`src/rtl/bcd_pkg.sv`:
```
// rtl/bcd_pkg.sv - segment constants, handshake state encoding and BCD decoder
//
// Purpose: shared definitions for the multiplexed BCD display scanner.
//   - SEG_0..SEG_9 : active-low segment patterns, bit order gfedcba
//   - SEG_BLANK    : all segments off
//   - hs_state_e   : load handshake states (IDLE accepts, PEND holds)
//   - seg_decode() : nibble to segment pattern, 10..15 decode to blank
package bcd_pkg;

  localparam logic [6:0] SEG_0     = 7'h40;
  localparam logic [6:0] SEG_1     = 7'h79;
  localparam logic [6:0] SEG_2     = 7'h24;
  localparam logic [6:0] SEG_3     = 7'h30;
  localparam logic [6:0] SEG_4     = 7'h19;
  localparam logic [6:0] SEG_5     = 7'h12;
  localparam logic [6:0] SEG_6     = 7'h02;
  localparam logic [6:0] SEG_7     = 7'h78;
  localparam logic [6:0] SEG_8     = 7'h00;
  localparam logic [6:0] SEG_9     = 7'h10;
  localparam logic [6:0] SEG_BLANK = 7'h7F;

  typedef enum logic {
    ST_IDLE = 1'b0,
    ST_PEND = 1'b1
  } hs_state_e;

  function automatic logic [6:0] seg_decode(input logic [3:0] nib);
    logic [6:0] s;
    case (nib)
      4'd0:    s = SEG_0;
      4'd1:    s = SEG_1;
      4'd2:    s = SEG_2;
      4'd3:    s = SEG_3;
      4'd4:    s = SEG_4;
      4'd5:    s = SEG_5;
      4'd6:    s = SEG_6;
      4'd7:    s = SEG_7;
      4'd8:    s = SEG_8;
      4'd9:    s = SEG_9;
      default: s = SEG_BLANK;
    endcase
    return s;
  endfunction

endpackage

```
`src/rtl/bcd_scan_ctrl_tick_gen.sv`:
```
// rtl/bcd_scan_ctrl_tick_gen.sv - prescaler producing one tick per DIV+1 clocks
//
// Purpose: free-running counter 0..DIV; tick is high for the cycle the
//          counter sits at DIV. With DIV=0 tick is permanently high.
// Ports:
//   clkin - clock, posedge
//   rst_n - asynchronous active-low reset
//   tick  - one-cycle strobe (decoded from the counter register only)
module tick_gen #(
  parameter int unsigned DIV = 499
) (
  input  logic clkin,
  input  logic rst_n,
  output logic tick
);

  localparam int unsigned CW = (DIV > 0) ? $clog2(DIV + 1) : 1;

  logic [CW-1:0] cnt_q, cnt_d;

  assign tick = (cnt_q == CW'(DIV));

  always_comb begin
    cnt_d = tick ? '0 : cnt_q + 1'b1;
  end

  always_ff @(posedge clkin or negedge rst_n) begin
    if (!rst_n) cnt_q <= '0;
    else        cnt_q <= cnt_d;
  end

endmodule

```
`src/rtl/bcd_scan_ctrl.sv`:
```
// rtl/bcd_scan_ctrl.sv - multiplexed BCD display scanner with load handshake
//
// Purpose: scans NDIG digits at the prescaler tick rate, decoding the active
//          value to active-low segments with optional leading-zero blanking.
//          New values are staged in a pending register and committed on the
//          frame tick so a scan never shows a mix of old and new digits.
// Ports:
//   clkin    - clock, posedge
//   rst_n    - asynchronous active-low reset
//   load     - request to accept bcd_in (honoured only when ready)
//   bcd_in   - packed BCD, bits [3:0] = digit 0
//   blank_lz - leading-zero blanking enable
//   ready    - high while a load would be accepted (IDLE)
//   an       - active-low digit enables
//   seg      - active-low segments, gfedcba
//   frame    - pulse when the last digit of a scan is driven
module bcd_scan_ctrl
  import bcd_pkg::*;
#(
  parameter int unsigned DIV  = 499,
  parameter int unsigned NDIG = 4
) (
  input  logic              clkin,
  input  logic              rst_n,
  input  logic              load,
  input  logic [4*NDIG-1:0] bcd_in,
  input  logic              blank_lz,
  output logic              ready,
  output logic [NDIG-1:0]   an,
  output logic [6:0]        seg,
  output logic              frame
);

  localparam int unsigned IW = $clog2(NDIG);
  localparam logic [IW-1:0] LAST_IDX = IW'(NDIG - 1);

  logic tick;
  logic frame_tick;

  hs_state_e         state_q, state_d;
  logic              ready_q, ready_d;
  logic [4*NDIG-1:0] pending_q, pending_d;
  logic [4*NDIG-1:0] active_q, active_d;
  logic [IW-1:0]     idx_q, idx_d;
  logic [NDIG-1:0]   an_q, an_d;
  logic [6:0]        seg_q, seg_d;
  logic              frame_q, frame_d;
  logic              higher_nz;
  logic [3:0]        cur_nib;

  tick_gen #(.DIV(DIV)) u_tick_gen (
    .clkin (clkin),
    .rst_n (rst_n),
    .tick  (tick)
  );

  assign frame_tick = tick && (idx_q == LAST_IDX);

  // Handshake FSM: state register
  always_ff @(posedge clkin or negedge rst_n) begin
    if (!rst_n) begin
      state_q   <= ST_IDLE;
      ready_q   <= 1'b1;
      pending_q <= '0;
      active_q  <= '0;
    end else begin
      state_q   <= state_d;
      ready_q   <= ready_d;
      pending_q <= pending_d;
      active_q  <= active_d;
    end
  end

  // Handshake FSM: next state. A load taken on a frame tick lands in PEND
  // only after that tick, so its commit waits for the following frame.
  always_comb begin
    state_d   = state_q;
    pending_d = pending_q;
    active_d  = active_q;
    case (state_q)
      ST_IDLE: begin
        if (load) begin
          pending_d = bcd_in;
          state_d   = ST_PEND;
        end
      end
      ST_PEND: begin
        if (frame_tick) begin
          active_d = pending_q;
          state_d  = ST_IDLE;
        end
      end
      default: state_d = ST_IDLE;
    endcase
  end

  // Handshake FSM: outputs, registered so ready tracks the current state
  always_comb begin
    ready_d = (state_d == ST_IDLE);
  end

  // Scan datapath
  always_comb begin
    higher_nz = 1'b0;
    for (int j = 0; j < int'(NDIG); j++) begin
      if (j >= int'(idx_q) && active_q[4*j +: 4] != 4'd0) higher_nz = 1'b1;
    end
    cur_nib = active_q[{idx_q, 2'b00} +: 4];

    idx_d   = idx_q;
    an_d    = an_q;
    seg_d   = seg_q;
    frame_d = 1'b0;
    if (tick) begin
      an_d        = '1;
      an_d[idx_q] = 1'b0;
      // Digit 0 is exempt so a zero value still shows a single "0"
      if (blank_lz && idx_q != '0 && !higher_nz) seg_d = SEG_BLANK;
      else                                       seg_d = seg_decode(cur_nib);
      frame_d = (idx_q == LAST_IDX);
      idx_d   = (idx_q == LAST_IDX) ? '0 : idx_q + 1'b1;
    end
  end

  always_ff @(posedge clkin or negedge rst_n) begin
    if (!rst_n) begin
      idx_q   <= '0;
      an_q    <= '1;
      seg_q   <= SEG_BLANK;
      frame_q <= 1'b0;
    end else begin
      idx_q   <= idx_d;
      an_q    <= an_d;
      seg_q   <= seg_d;
      frame_q <= frame_d;
    end
  end

  assign ready = ready_q;
  assign an    = an_q;
  assign seg   = seg_q;
  assign frame = frame_q;

endmodule

```
`config.mk`:
```
export PLATFORM = sky130hd
export DESIGN_NAME = bcd_scan_ctrl
export DESIGN_NICKNAME = d
export VERILOG_FILES = /design/src/rtl/bcd_pkg.sv /design/src/rtl/bcd_scan_ctrl_tick_gen.sv /design/src/rtl/bcd_scan_ctrl.sv
export SDC_FILE = /design/constraint.sdc
export NUM_CORES = 1
export LEC_CHECK = 0
export BUFFER_PORTS_ARGS = -buffer_cell sky130_fd_sc_hd__buf_2
export CORE_MARGIN = 2
export CORE_UTILIZATION = 62
export CTS_CLUSTER_DIAMETER = 30
export DETAILED_ROUTE_END_ITERATION = 8
export PLACE_DENSITY_LB_ADDON = 0.25
export SLEW_MARGIN = 0
export SYNTH_ARGS = -nofsm -noshare
export SYNTH_HDL_FRONTEND = slang
export SYNTH_HIERARCHICAL = 1
export SYNTH_SLANG_ARGS = --single-unit
```
`constraint.sdc`:
```
create_clock -name clkin -period 4.4 [get_ports clkin]
set_input_delay 0.88 -clock clkin [delete_from_list [all_inputs] [get_ports clkin]]
set_output_delay 0.88 -clock clkin [all_outputs]
set_load 0.03 [all_outputs]
```
# [Word-level counts from Yosys, hierarchy flattened]
# Memory sizes are Yosys's and may differ from the RTL's.
# Cells that the tools add are included.
[word_totals] ff_bits=57 rom_bits=112 input_bits=20 memories=1
[op_classes] add_sub_neg=2 n_lt_le_gt_ge=5 eq_ne=2 shift=1 muxes=13 n_bitwise=3 reduce_logical=15
[memory_table] name="(no name shown)" words=16 word_bits=7 read_ports=1 rd_ports_with_merged_regs=0 wr=0 line="bcd_pkg.sv:29" text="case (nib)"
[ops] operator="$reduce_bool 4->1" count=4
[ops] operator="$shiftx 16x5->4" count=1
[ops] operator="$add 9x1->9 const B" count=1
[ops] operator="$eq 9x9->1 const B" count=1
[ops] operator="$mux 9" count=1
[ops] operator="$mux 1" count=8
[ops] operator="$logic_and 1x1->1" count=7
[ops] operator="$mux 7" count=1
[ops] operator="$ge 1x2->1 const A" count=2
[ops] operator="$not 4->4" count=1
[ops] operator="$reduce_and 2->1" count=2
[ops] operator="$lt 2x3->1 const B" count=1
[ops] operator="$add 2x1->2 const B" count=1
[ops] operator="$demux 1 s2" count=1
[ops] operator="$eq 2x2->1 const B" count=1
[ops] operator="$ge 2x1->1 const B" count=1
[ops] operator="$ge 2x2->1 const A" count=1
[ops] operator="$mux 2" count=1
[ops] operator="$not 1->1" count=2
[ops] operator="$pmux 1 s2" count=1
[ops] operator="$reduce_bool 2->1" count=1
[ops] operator="$logic_not 1->1" count=1

# [Longest topological paths before layout]
# Gate-level depths: netlist of run 1.
[depth] word_depth=9 depth_mapped=9

# [Modules after synthesis]
# Netlist of run 1, hierarchy kept.
[modules_own_cells] module="bcd_scan_ctrl" n_inst=1 cells_each=159 area_each_um2=2205.9 seq_area_each_um2=1216.2
[modules_own_cells] module="tick_gen" n_inst=1 cells_each=49 area_each_um2=473.0 seq_area_each_um2=225.2

# [Worst setup path before layout of run 1]
# OpenSTA, ideal clock, no wires.
[synth_timing] kind="register to register" start="register u_tick_gen.cnt_q[3]" end="register active_q[10]" setup_ns=0.125 t_arrival_ns=1.929 path_slack_ns=2.347 stages_incl_launch_ff=10 path_buffers=3 path_cell_list="dfrtp_1 -> clkbuf_2 -> nand2b_1 -> nor3_1 -> buf_2 -> nand2_1 -> inv_1 -> nand2_1 -> buf_2 -> mux2_2"
[synth_between] elab_chain_cells=3
[synth_rtl] item="start: declaration" line="bcd_scan_ctrl_tick_gen.sv:19" text="logic [CW-1:0] cnt_q, cnt_d;"
[synth_rtl] item="start signal: assignment" line="bcd_scan_ctrl_tick_gen.sv:29" text="else cnt_q <= cnt_d;"
[synth_rtl] item="$eq 9x9->1" line="bcd_scan_ctrl_tick_gen.sv:21" text="assign tick = (cnt_q == CW'(DIV));"
[synth_rtl] item="net tick" line="bcd_scan_ctrl.sv:37" text="logic tick;"
[synth_rtl] item="$logic_and 1x1->1" line="bcd_scan_ctrl.sv:57" text="assign frame_tick = tick && (idx_q == LAST_IDX);"
[synth_rtl] item="$reduce_and 2->1 (no line)"
[synth_rtl] item="end signal: assignment" line="bcd_scan_ctrl.sv:70" text="active_q <= active_d;"
[synth_rtl] item="end: declaration" line="bcd_scan_ctrl.sv:43" text="logic [4*NDIG-1:0] active_q, active_d;"
# The timed path passes the listed nets, and every way through them passes these cells.
# A chain may end at the register's enable or synchronous reset.

# [Worst setup path in the final report of run 1]
[layout_timing] start="register u_tick_gen.cnt_q[0]" end="register active_q[11]"
# The elaborated chain is that of the path after synthesis.

==> summary.md, run 1 <==
| Metric | Value |
|---|---|
| Status | `completed` |
| Starting Density | `65.55%` |
| Crit-path max FO | `20` |
| Post-synth top area share | `42.04%` |
| PortBufs | `32` |
| Final nets | `277` |
| Setup TNS | `0 ns` |
| Source of the critical timing path | `u_tick_gen/cnt_q[0]$_DFF_PN0_` |
| CP Depth | `8` |
| Number of max-cap violations | `0` |
| Final Hold Viols | `0` |
| H-tree levels | `3` |
| Max Fclk | `roughly 430 MHz` |
| CTS buffer count | `9` |
| Final std cells w/o fill | `300` |
| Post-Syn Area | `0.002679 mm^2` |
| Placed Cells | `285` |
| Fin crit period | `2.322 ns` |
| Final wirelength | `4684 um` |
| Post-CTS Setup Inserts | `0` |
| Slowest CP cell | `mux2_2` |
| Crit. End Element | `register` |
| Critical path arrival | `2.54 ns` |
| Min-delay worst type | `reg -> reg` |
| Dpl hpwl | `3355 um` |
| Fraction of registers with async set/reset | `100.0%` |
| Chip Height | `around 70 um` |
| FF-to-FF path depth | `8` |
| DR pass1 iterations | `4` |
| Worst slew pin tran | `between 0.6 and 0.7 ns` |
| Pins Over Slew Limit | `0` |
| FF-to-FF End | `active_q[11]$_DFFE_PN0P_` |
| Final Total Pwr | `1214 uW` |
| Largest net degree at the start of global routing | `32` |
| WP data required | `~4.6 ns` |
| Power Density | `391.7 mW/mm^2` |
| Final antenna-violating net count | `0` |
| Die width | `around 70 um` |
| Maximum VDD drop | `0.0002780 V` |
| Share of post-route cells with drive strength above 1 | `42.00%` |
| Worst Path Buf+Inv | `2` |
| Routed vias/inst | `5.667` |
| Clock tree from TritonCTS | `built` |
| Period utilization | `52.78%` |
| Critical path's top delay family | `simple AND/OR/NAND/NOR gates` |
| Total global-route track usage | `22.19%` |
| Startpoint types | `register` |
| Initial antenna violation count | `0` |
| Post-Syn Nets | `239` |
| Avg WL per Cell | `about 16 um` |
| Worst r2r src | `u_tick_gen/cnt_q[0]$_DFF_PN0_` |
| Clk slew on worst S/H paths | `0.06 ns` |
| Std-Cell Rows | `23` |
| Core area | `0.004086 mm^2` |
| Kind of critical path | `reg -> reg` |
| Leading area contributor after synthesis | `dfrtp_1` |
| CTS Hold Bufs | `0` |
| Die area | `~0.0049 mm^2` |
| Vias in the first global route | `1,745` |
| Grt ovf | `0` |
| Register bit total from synthesis | `57` |
| Ys flop type | `dfrtp_1` |
| First-pass GRT wire length | `8176 um` |
| CP most frequent cell | `nand2_1` |
| IO Pins | `33` |
| CP max stage delay | `0.43 ns` |
| Layout area overhead | `15.69%` |
| Cells after Synth | `208` |
| Clock Latency Late Sink | `approximately 0.33 ns` |
| Register area share after synthesis | `53.81%` |
| Cts repair resizes | `0` |
| Synth cell types | `47` |
| Max clock buf depth | `2` |
| Static Leak | `between 0.001 and 0.0015 uW` |
| Relative slew slack | `56.00%` |
| Synth Area per Inst | `12.88 um^2` |
| DR vias | `1,700` |
| CTS root buf | `clkbuf_8` |
| DRT iter0 DRCs | `97` |
| Worst R2R Setup Slack | `2.08 ns` |
| Placement Setup Slack | `2.117 ns` |
| Number of synthesized flops with an enable pin | `0` |
| Post-route worst setup slack | `2.078 ns` |
| Ranking of synthesized cells by area | `dfrtp_1 (42%), mux2_2 (14%), dfstp_2 (12%)` |
| Worst-path cell chain | `ha_1 > nand2b_1 > nor3_2 > buf_4 > nand2_1 > inv_1 > nand2_1 > mux2_2` |
| CTS Sinks | `57` |
| CP Capture Point | `active_q[11]$_DFFE_PN0P_` |
| Worst Clk Skew | `0.006414 ns` |
| Endpoints failing setup | `0` |
| Final Cell Area | `0.003099 mm^2` |
| Number of inserted diodes | `0` |
| RSZ-0062 raised after global routing | `false` |
| DP Area | `0.002885 mm^2` |
| Layout filler cell count | `266` |
| RD Place Congestion | `0.8569` |
| # DRC | `0` |
| Yosys warnings | `6` |
worst min path at each step:
stage | from | endpoint | slack (ns) | depth (start not counted)
after floorplan | u_tick_gen/cnt_q[0]$_DFF_PN0_ | u_tick_gen/cnt_q[0]$_DFF_PN0_ | 0.43 | 1
after global placement | u_tick_gen/cnt_q[0]$_DFF_PN0_ | u_tick_gen/cnt_q[0]$_DFF_PN0_ | 0.45 | 1
after detailed placement | an[1]$_DFFE_PN1P_ | an[1]$_DFFE_PN1P_ | 0.45 | 2
after CTS | an[1]$_DFFE_PN1P_ | an[1]$_DFFE_PN1P_ | 0.46 | 2
after global routing | an[3]$_DFFE_PN1P_ | an[3]$_DFFE_PN1P_ | 0.48 | 2
final | an[1]$_DFFE_PN1P_ | an[1]$_DFFE_PN1P_ | 0.46 | 2
kinds of logic after synthesis:
kind of cell	count (synthesis)	synth area share [%]
adder cells (fa/ha/maj)	11	5.138
AO/OA/AOI/OAI	29	8.222
flip-flops	57	53.81
buffers and inverters	22	3.596
multiplexers	42	19.43
XOR/XNOR	2	0.6540
AND/OR/NAND/NOR	45	9.155
area by class of cell:
class / instances / area (um^2) / area share, %
clock buffer: 13 / 178.9 / 5.773
sequential: 57 / 1441 / 46.51
timing repair buffer: 35 / 182.7 / 5.894
tap: 50 / 62.56 / 2.019
clock inverter: 2 / 35.03 / 1.130
multi-input combinational: 129 / 1146 / 36.98
inverter: 14 / 52.55 / 1.696
metal layers:
metal / track usage (%) / up-vias / routed length, um
met4: 12.18 / 0 / 99
met2: 33.65 / 54 / 2197
met1: 29.08 / 829 / 2170
li1: - / 807 / -
met3: 6.105 / 10 / 217
met5: 0 / - / 0
synth_stat cells (all sizes together), types with 2 or more instances:
| library cell | instances |
|---|---|
| a21oi | 6 |
| buf | 6 |
| clkbuf | 2 |
| dfrtp | 45 |
| dfstp | 12 |
| ha | 11 |
| inv | 14 |
| mux2 | 34 |
| mux2i | 4 |
| mux4 | 4 |
| nand2 | 13 |
| nand2b | 4 |
| nand3 | 2 |
| nor2 | 6 |
| nor2b | 4 |
| nor3 | 3 |
| nor4 | 3 |
| o211ai | 2 |
| o21ai | 7 |
| o22a | 4 |
| or2b | 2 |
| xnor2 | 2 |
sequential cells by signal, indices dropped and copies added, names as in the netlist:
register,flops
active_q,16
an,4
frame,1
idx_q,2
pending_q,16
ready,1
seg,7
state_q,1
u_tick_gen/cnt_q,9
stage by stage:
stage	utilization, %	hold WS (ns)
detailed placement	70.61	0.4540
CTS	75.84	0.4632
global placement	70.61	0.4525
floorplan	-	0.4329
finish	75.84	0.4638
global route	75.84	0.4836
cells in the final DEF, fill, tap and decap left out, types with 2 or more instances in the layout:
cell      count
buf_4         3
mux2_2       34
clkbuf_8     13
dfrtp_1      45
ha_1         11
nor4_1        3
nand2b_1      4
mux2i_1       4
o21ai_0       6
mux4_2        2
nor3_1        2
mux4_1        2
nor2b_1       4
nand3_1       2
o22a_1        3
a21oi_1       6
xnor2_1       2
buf_2        32
nand2_1      13
inv_1        14
nor2_1        6
dfstp_2      12
or2b_1        2
power breakdown:
part / switching [uW] / total, uW / internal [uW] / leakage, uW
Sequential: 32.5 / 617 / 584 / 0.000699
Clock: 195 / 514 / 319 / 0.000112
Combinational: 31.0 / 83.0 / 51.9 / 0.000641
Total: 259 / 1210 / 955 / 0.00145
worst min-delay path: cells and delay by family (launching register included):
family   cells  cell delay (ns)
buf+inv      1             0.04
flops        1             0.37
mux          1             0.05
(Power assumes the default switching activity.)
==> run 2: changes to the inputs <==
ABC_AREA = 1   (was default)
CORE_UTILIZATION = 58   (was 62)
clock period = 2.3 ns   (was 4.4 ns; I/O delays follow)
==> run 2 against run 1 <==
First-iteration DRC count increased by 55%; flip-flop and latch count unchanged; global-route usage decreased by 0.68 points; hold slack got worse by 0.33 ns; area after synthesis increased by 3.6%; count of clock-buffer cells in the layout decreased by 3; routed wire length increased by 7.6%; largest power group is now the clock network; core utilization decreased by 5.9 points; clock power increased by 120%; critical path type unchanged; sequential power increased by 69%; critical path depth increased by 3; worst setup slack got worse by 1.9 ns; highest routed layer unchanged.
==> summary.md, run 2 <==
| Metric | Value |
|---|---|
| # DRC | `0` |
| Worst-path cell chain | `ha_1 > nand2_1 > nor2_2 > nand2_4 > inv_2 > nand2_1 > nor2_4 > clkinvlp_4 > buf_4 > o21ai_0 > inv_1` |
| Pins Over Slew Limit | `0` |
| Biggest regs | `active_q x16, pending_q x16, u_tick_gen/cnt_q x9` |
| Avg WL per Cell | `11.80 um` |
| Initial antenna violation count | `0` |
| DRT iter0 DRCs | `150` |
| Post-synth top area share | `40.58%` |
| Chip Height | `73.17 um` |
| Post-Syn Area | `0.002775 mm^2` |
| Number of synthesized flops with an enable pin | `0` |
| Most common cell after layout, fill and taps aside | `nand2_1` |
| Status | `completed` |
| Ranking of synthesized cells by area | `dfrtp_1 (41%), dfstp_2 (11%), nand2_1 (9.7%)` |
| Fin crit period | `2.112 ns` |
| Leading area contributor after synthesis | `dfrtp_1` |
| Kind of critical path | `reg -> reg` |
| Std-Cell Rows | `25` |
| PortBufs | `32` |
| Register area share after synthesis | `51.94%` |
| DR pass1 iterations | `4` |
| Startpoint types | `register` |
| First-pass GRT wire length | `8618 um` |
| Hold slack | `0.1365 ns` |
| Post-route worst setup slack | `0.1881 ns` |
| CTS buffer count | `9` |
| Final antenna-violating net count | `0` |
| Final wirelength | `5038 um` |
| Worst slew pin tran | `0.6129 ns` |
| Placement Setup Slack | `0.2071 ns` |
| Number of inserted diodes | `0` |
| Commonest cells in the netlist | `nand2_1 (72), dfrtp_1 (45), nor2_1 (44)` |
| IO Pins | `33` |
| Yosys warnings | `6` |
| CP max stage delay | `between 0.3 and 0.4 ns` |
| Vias in the first global route | `2,042` |
| Clock Latency Late Sink | `0.33 ns` |
| CTS Sinks | `57` |
| Relative slew slack | `59.14%` |
| Largest net degree at the start of global routing | `34` |
| Final nets | `about 400` |
| Critical path arrival | `2.33 ns` |
| Final design utilization | `69.96%` |
| Synth cell types | `25` |
| Post-Syn Nets | `about 360` |
| Setup TNS | `0 ns` |
| Ys flop type | `dfrtp_1` |
| Final Hold Viols | `0` |
| Synth Area per Inst | `8.487 um^2` |
| Commonest cells after routing, fill and taps aside | `nand2_1 (72), dfrtp_1 (45), nor2_1 (43)` |
| Max clock buf depth | `2` |
| Crit-path max FO | `20` |
| H-tree levels | `3` |
| Worst Clk Skew | `0.007179 ns` |
| WP data required | `about 2.5 ns` |
| Number of max-cap violations | `0` |
| Min-delay worst type | `in -> async` |
| Cells after Synth | `327` |
| Static Leak | `roughly 0.0018 uW` |
| Register bit total from synthesis | `57` |
| Starting Density | `59.54%` |
| Clock tree from TritonCTS | `built` |
| Fraction of registers with async set/reset | `100.0%` |
| Clk slew on worst S/H paths | `about 0.06 ns` |
| Share of post-route cells with drive strength above 1 | `24.93%` |
| CP most frequent cell | `nand2_1` |
| Power Density | `688.0 mW/mm^2` |
| RD Place Congestion | `0.8514` |
| Die width | `~73 um` |
| Max Fclk | `473.5 MHz` |
| Slowest CP cell | `dfrtp_1` |
| Routed vias/inst | `4.948` |
| Crit. End Element | `register` |
| Grt ovf | `0` |
| Core area | `roughly 0.0047 mm^2` |
| Dpl hpwl | `3415 um` |
| CTS Hold Bufs | `0` |
| DR vias | `2,113` |
| CTS root buf | `clkbuf_8` |
| Layout area overhead | `17.49%` |
| Total global-route track usage | `21.51%` |
| Maximum VDD drop | `0.0006021 V` |
| Cell with the most instances after synthesis | `nand2_1` |
| Period utilization | `91.82%` |
| Endpoints failing setup | `0` |
| Die area | `between 0.005 and 0.006 mm^2` |
==> run 2: changes by cell type in the layout (fill, tap and decap cells not counted), moves of 17 or more <==
cell and delta:
inv_1 +24, nand2_1 +59, nand3_1 +21, mux2_2 -34, nor2_1 +37, o21ai_0 +17
==> run 2: routing by layer <==
layer,track usage (%),routed length (um)
met1,25.07,2260
met2,36.94,2467
met3,6.492,228
met4,8.436,81
met5,0,0
==> run 2: per-stage QoR <==
stage	area, um^2	power, uW	instances
finish	3261	2243	427
global route	3261	2319	427
CTS	3227	2273	424
detailed placement	2984	1138	408
global placement	2984	1135	408
floorplan	2775	1091	327
==> run 2: layout make-up <==
class / count / area, um^2
Fill cell: 384 / 1400
Tap cell: 54 / 67.56
Timing Repair Buffer: 36 / 190.2
Multi-Input combinational cell: 219 / 1134
Clock buffer: 10 / 137.6
Timing Repair inverter: 2 / 15.01
Inverter: 43 / 170.2
Clock inverter: 6 / 105.1
Sequential cell: 57 / 1441
==> run 2: what timing repair did <==
action                                  in CTS  in global routing
setup buffers                                0                  1
resized for setup                            0                  5
endpoints found under the setup margin       0                  3
hold endpoints to repair                     0                  0
==> run 2: critical path, delay by kind of cell (launching register included) <==
family                   cells  cell delay (ns)
adder cells (fa/ha/maj)      1             0.22
buffers and inverters        4             0.61
flip-flops                   1             0.37
AND/OR/NAND/NOR              5             0.67
AO/OA/AOI/OAI                1             0.12
==> run 2: worst paths after layout <==
check	from	slack (ns)	cells past startpoint	end
max in group asynchronous	rst_n	1.44	2	seg[0]$_DFFE_PN1P_
min	rst_n	0.14	1	u_tick_gen/cnt_q[6]$_DFF_PN0_
max	u_tick_gen/cnt_q[0]$_DFF_PN0_	0.19	11	state_q$_DFF_PN0_
min in group clkin	load	0.34	2	ready$_DFF_PN1_
min reg2reg	state_q$_DFF_PN0_	0.45	1	ready$_DFF_PN1_
max reg2reg	u_tick_gen/cnt_q[0]$_DFF_PN0_	0.19	11	state_q$_DFF_PN0_
==> run 2: where the power goes <==
| part | internal (uW) | total (uW) | switching (uW) |
|---|---|---|---|
| registers | 1040 | 1040 | 7.73 |
| clock network | 743 | 1120 | 381 |
| logic | 27.8 | 75.0 | 47.1 |
==> run 2: logic make-up (layout without fill, tap and decap cells) <==
group / Yosys count / count (layout) / synth area share, %
AND/OR/NAND/NOR: 160 / 160 / 26.60
flip-flops: 57 / 57 / 51.94
buffers and inverters: 51 / 97 / 7.484
AO/OA/AOI/OAI: 46 / 46 / 8.386
adder cells (fa/ha/maj): 11 / 11 / 4.959
XOR/XNOR: 2 / 2 / 0.6313
==> run 3: changes to the inputs <==
ABC_AREA = 0   (was 1)
CORE_UTILIZATION = 57   (was 58)
GPL_TIMING_DRIVEN = 0   (was default)
==> run 3 against run 2 <==
Clock skew fell by 0.0015 ns; sequential share of layout area rose by 1.8 points; flip-flop and latch count did not move; die area fell by 1.7%; via count fell by 20%; worst setup slack got worse by 0.0026 ns; non-clock buffer count rose by 4; critical endpoint is now seg[3]$_DFFE_PN1P_; count of clock-buffer cells in the layout rose by 4; largest power group is now registers; largest cell class unchanged; critical path depth fell by 5; routed wire length fell by 7.8%; total power rose by 2.2%.
==> summary.md, run 3 (synthesis gave the netlist of run 1 again) <==
| Metric | Value |
|---|---|
| H-tree levels | `3` |
| CTS Hold Bufs | `0` |
| Final Total Pwr | `about 2300 uW` |
| Hold slack | `0.3561 ns` |
| Final std cells w/o fill | `308` |
| Final wirelength | `4643 um` |
| Min-delay worst type | `in -> reg` |
| Std-Cell Rows | `24` |
| Clk slew on worst S/H paths | `0.06 ns` |
| Pins Over Slew Limit | `0` |
| Largest net degree at the start of global routing | `58` |
| DR pass1 iterations | `4` |
| DR vias | `1,687` |
| DRT iter0 DRCs | `about 100` |
| Hold Path Cell Cnt | `2` |
| Core area | `0.004444 mm^2` |
| Most common cell after layout, fill and taps aside | `dfrtp_1` |
| Number of max-cap violations | `0` |
| Max clock buf depth | `2` |
| Crit-path max FO | `9` |
| Relative slew slack | `19.83%` |
| Crit. End Element | `register` |
| FF-to-FF path depth | `6` |
| Commonest cells after routing, fill and taps aside | `dfrtp_1 (44), buf_2 (34), mux2_2 (34)` |
| Period utilization | `91.94%` |
| Routed vias/inst | `5.477` |
| WP data required | `2.58 ns` |
| Total global-route track usage | `around a fifth` |
| Vias in the first global route | `about 1,800` |
| Clock Latency Late Sink | `roughly 0.33 ns` |
| Critical path arrival | `2.39 ns` |
| # DRC | `0` |
| Share of post-route cells with drive strength above 1 | `42.58%` |
| Clock tree from TritonCTS | `built` |
| Final antenna-violating net count | `0` |
| Layout area overhead | `17.05%` |
| Status | `completed` |
| Kind of critical path | `reg -> reg` |
| Worst slew pin tran | `between 1 and 1.5 ns` |
| CTS Sinks | `57` |
| Fin crit period | `roughly 2.1 ns` |
| DP Area | `0.002904 mm^2` |
| Endpoints failing setup | `0` |
| Max Fclk | `472.9 MHz` |
| Dpl hpwl | `~3200 um` |
| Grt ovf | `0` |
| Post-CTS Setup Inserts | `0` |
| Biggest regs | `active_q x16, pending_q x16, u_tick_gen/cnt_q x9` |
| First-pass GRT wire length | `8121 um` |
| Avg WL per Cell | `between 15 and 20 um` |
| PortBufs | `32` |
| Maximum VDD drop | `0.0006029 V` |
| Final nets | `282` |
| Placed Cells | `292` |
| Power Density | `731.3 mW/mm^2` |
| Static Leak | `0.001481 uW` |
| Final Cell Area | `0.003136 mm^2` |
| Final design utilization | `70.55%` |
| Number of inserted diodes | `0` |
| Startpoint types | `register` |
| Initial antenna violation count | `0` |
| Final Hold Viols | `0` |
| Die width | `a little over 70 um` |
| Chip Height | `72.56 um` |
| Worst Clk Skew | `0.005717 ns` |
| RD Place Congestion | `roughly 0.87` |
| IO Pins | `33` |
| Layout filler cell count | `336` |
| Starting Density | `about three fifths` |
| CTS buffer count | `9` |
| Die area | `0.005264 mm^2` |
| RSZ-0062 raised after global routing | `false` |
| CTS root buf | `clkbuf_8` |
[run 3: cell types whose count changed in the layout (fill, tap and decap cells not counted), moves of 5 or more]
cell / delta
a21oi_1: -16
inv_1: -24
mux2_2: +34
nand2_1: -60
nand2_2: -5
nand3_1: -21
nor2_1: -37
o21ai_0: -17
[run 3: area by class of cell]
class,count,area (um^2),share of cell area [%]
plain buffers,8,52.55,1.676
multi-input cells,129,1155,36.83
flip-flops and latches,57,1443,46.01
well taps,52,65.06,2.075
inverters,14,52.55,1.676
clock inverters,2,35.03,1.117
repair buffers,32,160.2,5.108
clock buffers,14,172.7,5.507
[run 3: layer usage]
metal / GRT usage [%] / part of all wire [%] / up-vias
met5: 0 / 0 / -
met4: 9.877 / 2.3 / 0
met3: 4.722 / 3.3 / 10
met2: 31.72 / 47 / 40
met1: 27.87 / 47 / 819
li1: - / - / 818
[run 3: power by group]
group | leakage (uW) | total (uW) | switching (uW) | internal [uW]
combinational | 0.000677 | 155 | 56.9 | 98.0
sequential | 0.000697 | 1170 | 56.3 | 1120
clock | 0.000107 | 964 | 376 | 588
total | 0.00148 | 2290 | 490 | 1800
[run 3: timing repair]
item | 4_1_cts | 5_1_grt
resized for setup | 3 | 4
setup endpoints to repair | 10 | 12
pin swaps | 0 | 1
[run 3: critical path: stages, from the launching register on]
cell     delay [ns]
dfrtp_2        0.46
mux4_1         0.68
inv_1          0.15
ha_1           0.26
or2b_1         0.24
a21oi_1        0.14
o22a_1         0.13
[run 3: final timing paths]
check,startpoint,to,slack (ns)
min in group asynchronous,rst_n,u_tick_gen/cnt_q[6]$_DFF_PN0_,0.37
setup reg to reg,idx_q[1]$_DFFE_PN0P_,seg[3]$_DFFE_PN1P_,0.19
max in group asynchronous,rst_n,idx_q[1]$_DFFE_PN0P_,1.12
hold / removal,bcd_in[8],pending_q[8]$_DFFE_PN0P_,0.36
hold reg to reg,an[1]$_DFFE_PN1P_,an[1]$_DFFE_PN1P_,0.46
setup / recovery,idx_q[1]$_DFFE_PN0P_,seg[3]$_DFFE_PN1P_,0.19
[run 3: stage by stage]
step / setup WS (ns) / setup TNS [ns]
floorplan: 0.2467 / 0
global route: 0.02094 / 0
detailed placement: -0.1675 / -1.592
global placement: -0.1167 / -1.154
finish: 0.1855 / 0
CTS: 0.01198 / 0
